### config.mk
export PLATFORM = sky130hd
export DESIGN_NAME = fetch_queue
export DESIGN_NICKNAME = d
export VERILOG_FILES = /design/src/rtl/fetch_queue.sv
export SDC_FILE = /design/constraint.sdc
export NUM_CORES = 1
export LEC_CHECK = 0
export CORE_MARGIN = 10
export CORE_UTILIZATION = 52
export DETAILED_ROUTE_END_ITERATION = 8
export GPL_TIMING_DRIVEN = 0
export PLACE_DENSITY = 0.76
export SETUP_SLACK_MARGIN = 0.15
export SLEW_MARGIN = 20
export SYNTH_ARGS = -nofsm -noshare
export SYNTH_HDL_FRONTEND = slang
export SYNTH_SLANG_ARGS = --single-unit
### constraint.sdc
create_clock -name clk -period 4.4 [get_ports clk]
set_clock_uncertainty 0.05 [all_clocks]
set_input_delay 0.88 -clock clk [delete_from_list [all_inputs] [get_ports clk]]
set_output_delay 0.88 -clock clk [all_outputs]
set_load 0.05 [all_outputs]
### src/rtl/fetch_queue.sv
`default_nettype none
// ============================================================================
//  Module      : fetch_queue
//  Description : Instruction fetch stage with a DEPTH-entry decoupling FIFO
//                between a 1-cycle-latency instruction memory and decode.
//  Revision    : 1.0 - initial release
// ============================================================================
module fetch_queue #(
    parameter int unsigned PC_W     = 16,
    parameter int unsigned INSTR_W  = 16,
    parameter int unsigned DEPTH    = 4,
    parameter int unsigned INC      = 1,
    parameter int unsigned RESET_PC = 0
) (
    input  logic               clk,
    input  logic               rst,
    input  logic               halt,
    input  logic               jorb,
    input  logic [PC_W-1:0]    newPC,
    output logic               imem_req,
    output logic [PC_W-1:0]    imem_addr,
    input  logic [INSTR_W-1:0] imem_rdata,
    output logic               instr_valid,
    input  logic               instr_ready,
    output logic [INSTR_W-1:0] instr,
    output logic [PC_W-1:0]    PC,
    output logic [PC_W-1:0]    PCPlus1
);

    localparam int unsigned     PTR_W  = $clog2(DEPTH);
    localparam int unsigned     CNT_W  = PTR_W + 1;
    localparam logic [PC_W-1:0] PC_INC = PC_W'(INC);
    localparam logic [PC_W-1:0] PC_RST = PC_W'(RESET_PC);

    logic [PC_W-1:0]    fetch_pc;
    logic [PC_W-1:0]    inflight_pc;
    logic               inflight;
    logic [CNT_W-1:0]   count;
    logic [PTR_W-1:0]   rd_ptr;
    logic [PTR_W-1:0]   wr_ptr;
    logic [INSTR_W-1:0] instr_mem [DEPTH];
    logic [PC_W-1:0]    pc_mem    [DEPTH];

    logic               deq;
    logic               push;
    logic               issue;
    logic [CNT_W:0]     pending;

    assign instr_valid = (count != '0);
    assign deq         = instr_valid & instr_ready;
    assign push        = inflight & ~jorb;

    // Credits include the in-flight word; a same-cycle pop frees one slot.
    assign pending = {1'b0, count} + (CNT_W+1)'(inflight) - (CNT_W+1)'(deq);
    // Gated by rst so the strobe drops as soon as reset asserts.
    assign issue   = rst & ~jorb & ~halt & (pending < (CNT_W+1)'(DEPTH));

    assign imem_req  = issue;
    assign imem_addr = fetch_pc;
    assign instr     = instr_mem[rd_ptr];
    assign PC        = pc_mem[rd_ptr];
    assign PCPlus1   = PC + PC_INC;

    always_ff @(posedge clk or negedge rst) begin
        if (!rst) begin
            fetch_pc    <= PC_RST;
            inflight_pc <= '0;
            inflight    <= 1'b0;
            count       <= '0;
            rd_ptr      <= '0;
            wr_ptr      <= '0;
            for (int i = 0; i < int'(DEPTH); i++) begin
                instr_mem[i] <= '0;
                pc_mem[i]    <= '0;
            end
        end else if (jorb) begin
            // Redirect: drop queued entries and the arriving response.
            fetch_pc <= newPC;
            inflight <= 1'b0;
            count    <= '0;
            rd_ptr   <= '0;
            wr_ptr   <= '0;
        end else begin
            if (issue) begin
                fetch_pc <= fetch_pc + PC_INC;
            end
            inflight    <= issue;
            inflight_pc <= fetch_pc;
            if (push) begin
                instr_mem[wr_ptr] <= imem_rdata;
                pc_mem[wr_ptr]    <= inflight_pc;
                wr_ptr            <= wr_ptr + PTR_W'(1);
            end
            if (deq) begin
                rd_ptr <= rd_ptr + PTR_W'(1);
            end
            case ({push, deq})
                2'b10:   count <= count + CNT_W'(1);
                2'b01:   count <= count - CNT_W'(1);
                default: count <= count;
            endcase
        end
    end

endmodule
`default_nettype wire

Word-level counts from Yosys, hierarchy flattened
Index checks and enable logic that the tools add are counted.

Multipliers: 0. Mux-type cells: 19. Equality and inequality tests: 2. Add/subtract/negate cells: 8. Shifts and indexed selects: 0. Divide/modulo/power cells: 0. Reduce and logical (&&, ||, !) cells: 7. Bitwise operators: 9. Order comparisons: 4.

Operator list (count): 64-bit bitwise mux (2); 16-bit two-way mux (7); 16-bit binary-select mux with 2-bit select (2); 16-bit by 1-bit adder with 16-bit output, second input constant (2); 16-bit demux with 2-bit select (1); 2-bit two-way mux (4); 3-bit greater-or-equal comparator, second input constant (2); 2-bit NOT with 3-bit output (2); 3-bit one-hot mux with 2 select lines (1); 2-bit nonzero test (3); 3-bit nonzero test (2); 1-bit AND (5); 2-bit by 1-bit adder with 2-bit output, second input constant (2); 3-bit by 1-bit adder with 4-bit output (1); 4-bit by 3-bit < comparator with 1-bit output, second input constant (1); 4-bit by 1-bit subtractor with 4-bit output (1); 3-bit by 1-bit adder with 3-bit output, second input constant (1); 3-bit by 1-bit < comparator with 1-bit output, second input constant (1); 3-bit two-way mux (1); 3-bit by 1-bit subtractor with 3-bit output, second input constant (1); 2-bit by 1-bit == test with 1-bit output, second input constant (1); 2-bit == test, second input constant (1); 1-bit NOT (2); 2-bit AND reduction (1); 2 further kinds (2).

Bits in latches: 0. Input port bits: 37. Memory bits (writable): 0. Output and inout bits: 66. Bits in read-only memories: 0. Register bits: 168. Memories: 0.

Depth between registers and ports, before layout
Depth in word-level cells: 7. Depth in mapped cells: 12. Gate-level depth less buffers: 10.

Least setup slack after synthesis
Ideal clock, no wire load.

Kind: register to output. Start point: register rd_ptr[1]. End point: output port PCPlus1[11]. Setup slack: 0.713 ns. Buffers on the path: 2. Stages on the path, launching flop included: 8. Arrival time: 2.757 ns. Cells stage by stage: dfrtp_1 -> buf_4 -> buf_4 -> mux2i_1 -> mux2i_2 -> nand4_4 -> nand2b_1 -> xnor2_1.

Longest elaborated chain between the ends: 5.

Ends and longest elaborated chain: start: declaration (line 39) `logic [PTR_W-1:0] rd_ptr;`; start signal: assignment (line 95) `rd_ptr <= rd_ptr + PTR_W'(1);`; 2-bit NOT with 3-bit output (not written as such) (line 61) `assign PC = pc_mem[rd_ptr];`; 16-bit binary-select mux with 2-bit select (line 61); 16-bit two-way mux (not written as such) (2 in a row) (line 61); named net PC[5] (line 26) `output logic [PC_W-1:0] PC,`; 16-bit by 1-bit adder with 16-bit output (line 62) `assign PCPlus1 = PC + PC_INC;`; end: declaration (line 27) `output logic [PC_W-1:0] PCPlus1`.

The timed path passes the listed nets, and every way through them passes these cells. The select of a mux whose other input is x is not followed.

Worst setup path after layout
Start point: input port instr_ready. End point: output port imem_req.

Longest elaborated chain between the ends: 4.

Ends and longest elaborated chain: start: declaration (line 24) `input logic instr_ready,`; 1-bit AND (line 50) `assign deq = instr_valid & instr_ready;`; 4-bit by 1-bit subtractor with 4-bit output (line 54) `assign pending = {1'b0, count} + (CNT_W+1)'(inflight) - (CNT_W+1)'(deq);`; 4-bit by 3-bit < comparator with 1-bit output (line 56) `assign issue = rst & ~jorb & ~halt & (pending < (CNT_W+1)'(DEPTH));`; 1-bit AND (line 56); end: declaration (line 20) `output logic imem_req,`.

No other way between the ends.

==> impl_metrics.yaml <==
run_status:
  status: "completed"
critical_path:
  r2r_end: "imem_addr[15]$_DFFE_PN0P_"
  slowest_stage: "clkdlybuf4s50_1"
  path_class: "input port to primary output"
  cp-end-kind: "primary output"
  startpoint_type: "input port"
  rrSetupSlack_ns: 1.32
  cp.arrival_ns: 3.21
  crit_fanout: 9
  reg2reg_from: "count[1]$_DFFE_PN0P_"
  worst_path_most_repeated_cell: "buf_6"
  path_cells: "clkdlybuf4s50_1 -> o31ai_2 -> inv_1 -> ha_1 -> inv_1 -> ha_1 -> nand3b_4 -> a211o_1 -> buf_6 -> a31oi_4 -> buf_6 -> buf_6"
  slowest_delay_ns: 0.48
  r2r_cells: 13
  required_ns: 3.47
synthesis:
  seq_area_frac_synth_pct: 52.8
  yosys.area.top_type: "dfrtp_1"
  syn_area_um2: 7960
  synth_edf_count: 0
  synth_mux_area_share_pct: 29.1
  ys_warn_count: 0
  synth-xor-area-share_pct: 3.08
  ys.flop_type: "dfrtp_1"
  syn_avg_cell_area_um2: 14.1
  synth_simple_gate_area_share_pct: 7.20
  synth_top_area_share_pct: 52.8
  syn_nets: 612
  synth_cells: 565
  synth_compound_area_share_pct: 3.47
  yosysMostFrequentCell: "dfrtp_1"
  synth-async-reset-ratio_pct: 100
  yosys-top-cells-count: "dfrtp_1, mux2_2, nand2_1"
  synth.area.top_cells: "dfrtp_1, mux2_2, mux4_2"
  synth_seq_cells: 168
  synth.distinct_cells: 51
  synth_top_family_by_area: "multiplexers"
  synth_fa_ha_area_share_pct: 1.67
timing:
  slew_headroom_pct: 50.0
  setup_viol: 0
  timing.final.max_slew_violations: 0
  fin_crit_ns: 4.14
  fin_crit_sh_pct: 94.2
  grt_setup_unrepaired: "yes"
  tightest_slew_ns: 0.750
  finalHoldViolations: 0
  fmax_mhz: 241
drt:
  routed-via-count: 5109
  dr.first_iter.drc_count: 231
  drc_errors: 0
  wl_um: 18100
  ant_nets: 0
  dr.pass1.iters: 4
  wl_per_cell_um: 20.3
  vias_per_cell: 5.73
clock_network:
  htreeDepth: 4
  cts.sinks: 168
  clock_latency_ns: 0.43
  cts_made_buffers: 17
  clk_pin_slew_worst_paths_ns: 0.06
  cts_hold_buf: 0
  cts-root-buf: "clkbuf_16"
  tritoncts: "done"
  clock_path_buffers: 2
finish:
  areaGrowthSynthToFinish_pct: 24.4
  layout-drive-gt1-share_pct: 32.2
  diodes: 0
  fin_nets: 739
  final_area_um2: 9900
floorplanning:
  std_cell_rows: 45
  start_util_pct: 52.7
  die_area_um2: 20700
  dieHeight_um: 144
  die_x_um: 144
  core_um2: 15100
  io_pins: 103
placed_design:
  io_buffers: 102
  postPlaceCellArea_um2: 9250
  gp_congestion: 0.939
  dp_hpwl_um: 13200
power:
  power.density_nw_per_um2: 697
  p_leak_nw: 4.57
  irDropWorstVdd_mv: 0.433
  p_total_mw: 6.90
global_routing:
  grt_max_degree: 98
  first_global_vias: 5667
  grt.overflow.total: 0
  grtUsageTotal_pct: 18.8
  grt_pass1_wl_um: 30200
  grt_antenna_before_repair: 0
hold_path:
  min_path_type: "input port to asynchronous set/reset pin"
flow_run:
  cap_violations: 0
## power breakdown
group	switching, mW	internal, mW	total (mW)	leakage (nW)
Combinational	2.01	1.29	3.30	2.05
Clock	0.568	0.961	1.53	0.305
Sequential	0.211	1.86	2.07	2.22
Total	2.79	4.11	6.90	4.57
## worst max-delay path, delay by kind of cell
kind            cells  cell delay [ns]
compound gates      3             0.70
buf+inv             6             1.07
simple gates        1             0.09
fa+ha+maj           2             0.46
## per-layer routing
metal / global-route usage, % / routed length [µm]
met4: 7.68 / 359
met2: 30.0 / 8840
met1: 23.5 / 7850
met3: 5.45 / 1090
met5: 0 / 0
## stage by stage
step / utilization [%] / worst slack [ns] / cells / hold slack (ns) / TNS [ns]
final: 65.6 / 0.257 / 892 / 0.370 / 0
after global routing: 65.6 / 0.113 / 892 / 0.403 / 0
after CTS: 65.4 / 0.0991 / 889 / 0.385 / 0
after detailed placement: 61.3 / -0.576 / 856 / 0.439 / -0.576
after global placement: 61.1 / -6.23 / 855 / 0.431 / -761.25
after floorplan: - / 0.713 / 565 / 0.424 / 0
## worst max-delay path by stage
stage / end / slack, ns / depth (start not counted) / from
after detailed placement: imem_req / -0.58 / 11 / instr_ready
after global routing: imem_req / 0.11 / 12 / instr_ready
after global placement: imem_req / -6.23 / 5 / rst
after CTS: imem_req / 0.1 / 12 / instr_ready
after floorplan: PCPlus1[11] / 0.71 / 7 / rd_ptr[1]$_DFFE_PN0P_
final: imem_req / 0.26 / 12 / instr_ready
## sequential cells by signal, summed over array words and instances, names as in the netlist
signal and flops:
instr_mem 64, rd_ptr 2, imem_addr 16, pc_mem 64
inflight_pc 16, wr_ptr 2, count 3, inflight 1
## cells by family after synthesis
family / after synthesis
muxes: 175
xor gates and xnor gates: 28
DFF: 168
adders and majority gates: 10
buffers and inverters: 42
AOI/OAI and AO/OA: 38
and+or+nand+nor: 104
## placed cells by master (no fill, tap or decap), types with 6 or more instances in the layout
cell             synthesis  layout
dfrtp_1                168     168
mux2_2                 138     138
clkdlybuf4s50_1          0      96
nand2_1                 33      33
mux4_2                  31      31
nor2_1                  20      20
xnor2_1                 18      18
clkbuf_16                0      17
buf_1                   13      13
inv_1                   11      11
xor2_1                  10      10
buf_4                    4       9
nand3_1                  9       9
nand2b_1                 9       9
ha_1                     9       9
clkbuf_1                 7       8
and3_1                   8       8
a311oi_1                 6       6
o21ai_1                  6       6
## layout make-up
class / instances / area [µm²]
fillers: 1112 / 5190
flip-flops and latches: 168 / 4200
multi-input cells: 355 / 3540
repair buffers: 108 / 1090
clock buffers: 23 / 498
well taps: 188 / 235
plain buffers: 31 / 169
clock inverters: 8 / 118
inverters: 11 / 41.3
## repair_timing
item	4_1_cts	5_1_grt
buffers inserted	2	3
pin swaps	1	1
resized for setup	9	2
setup endpoints to repair	4	2
(Power assumes the default switching activity.)
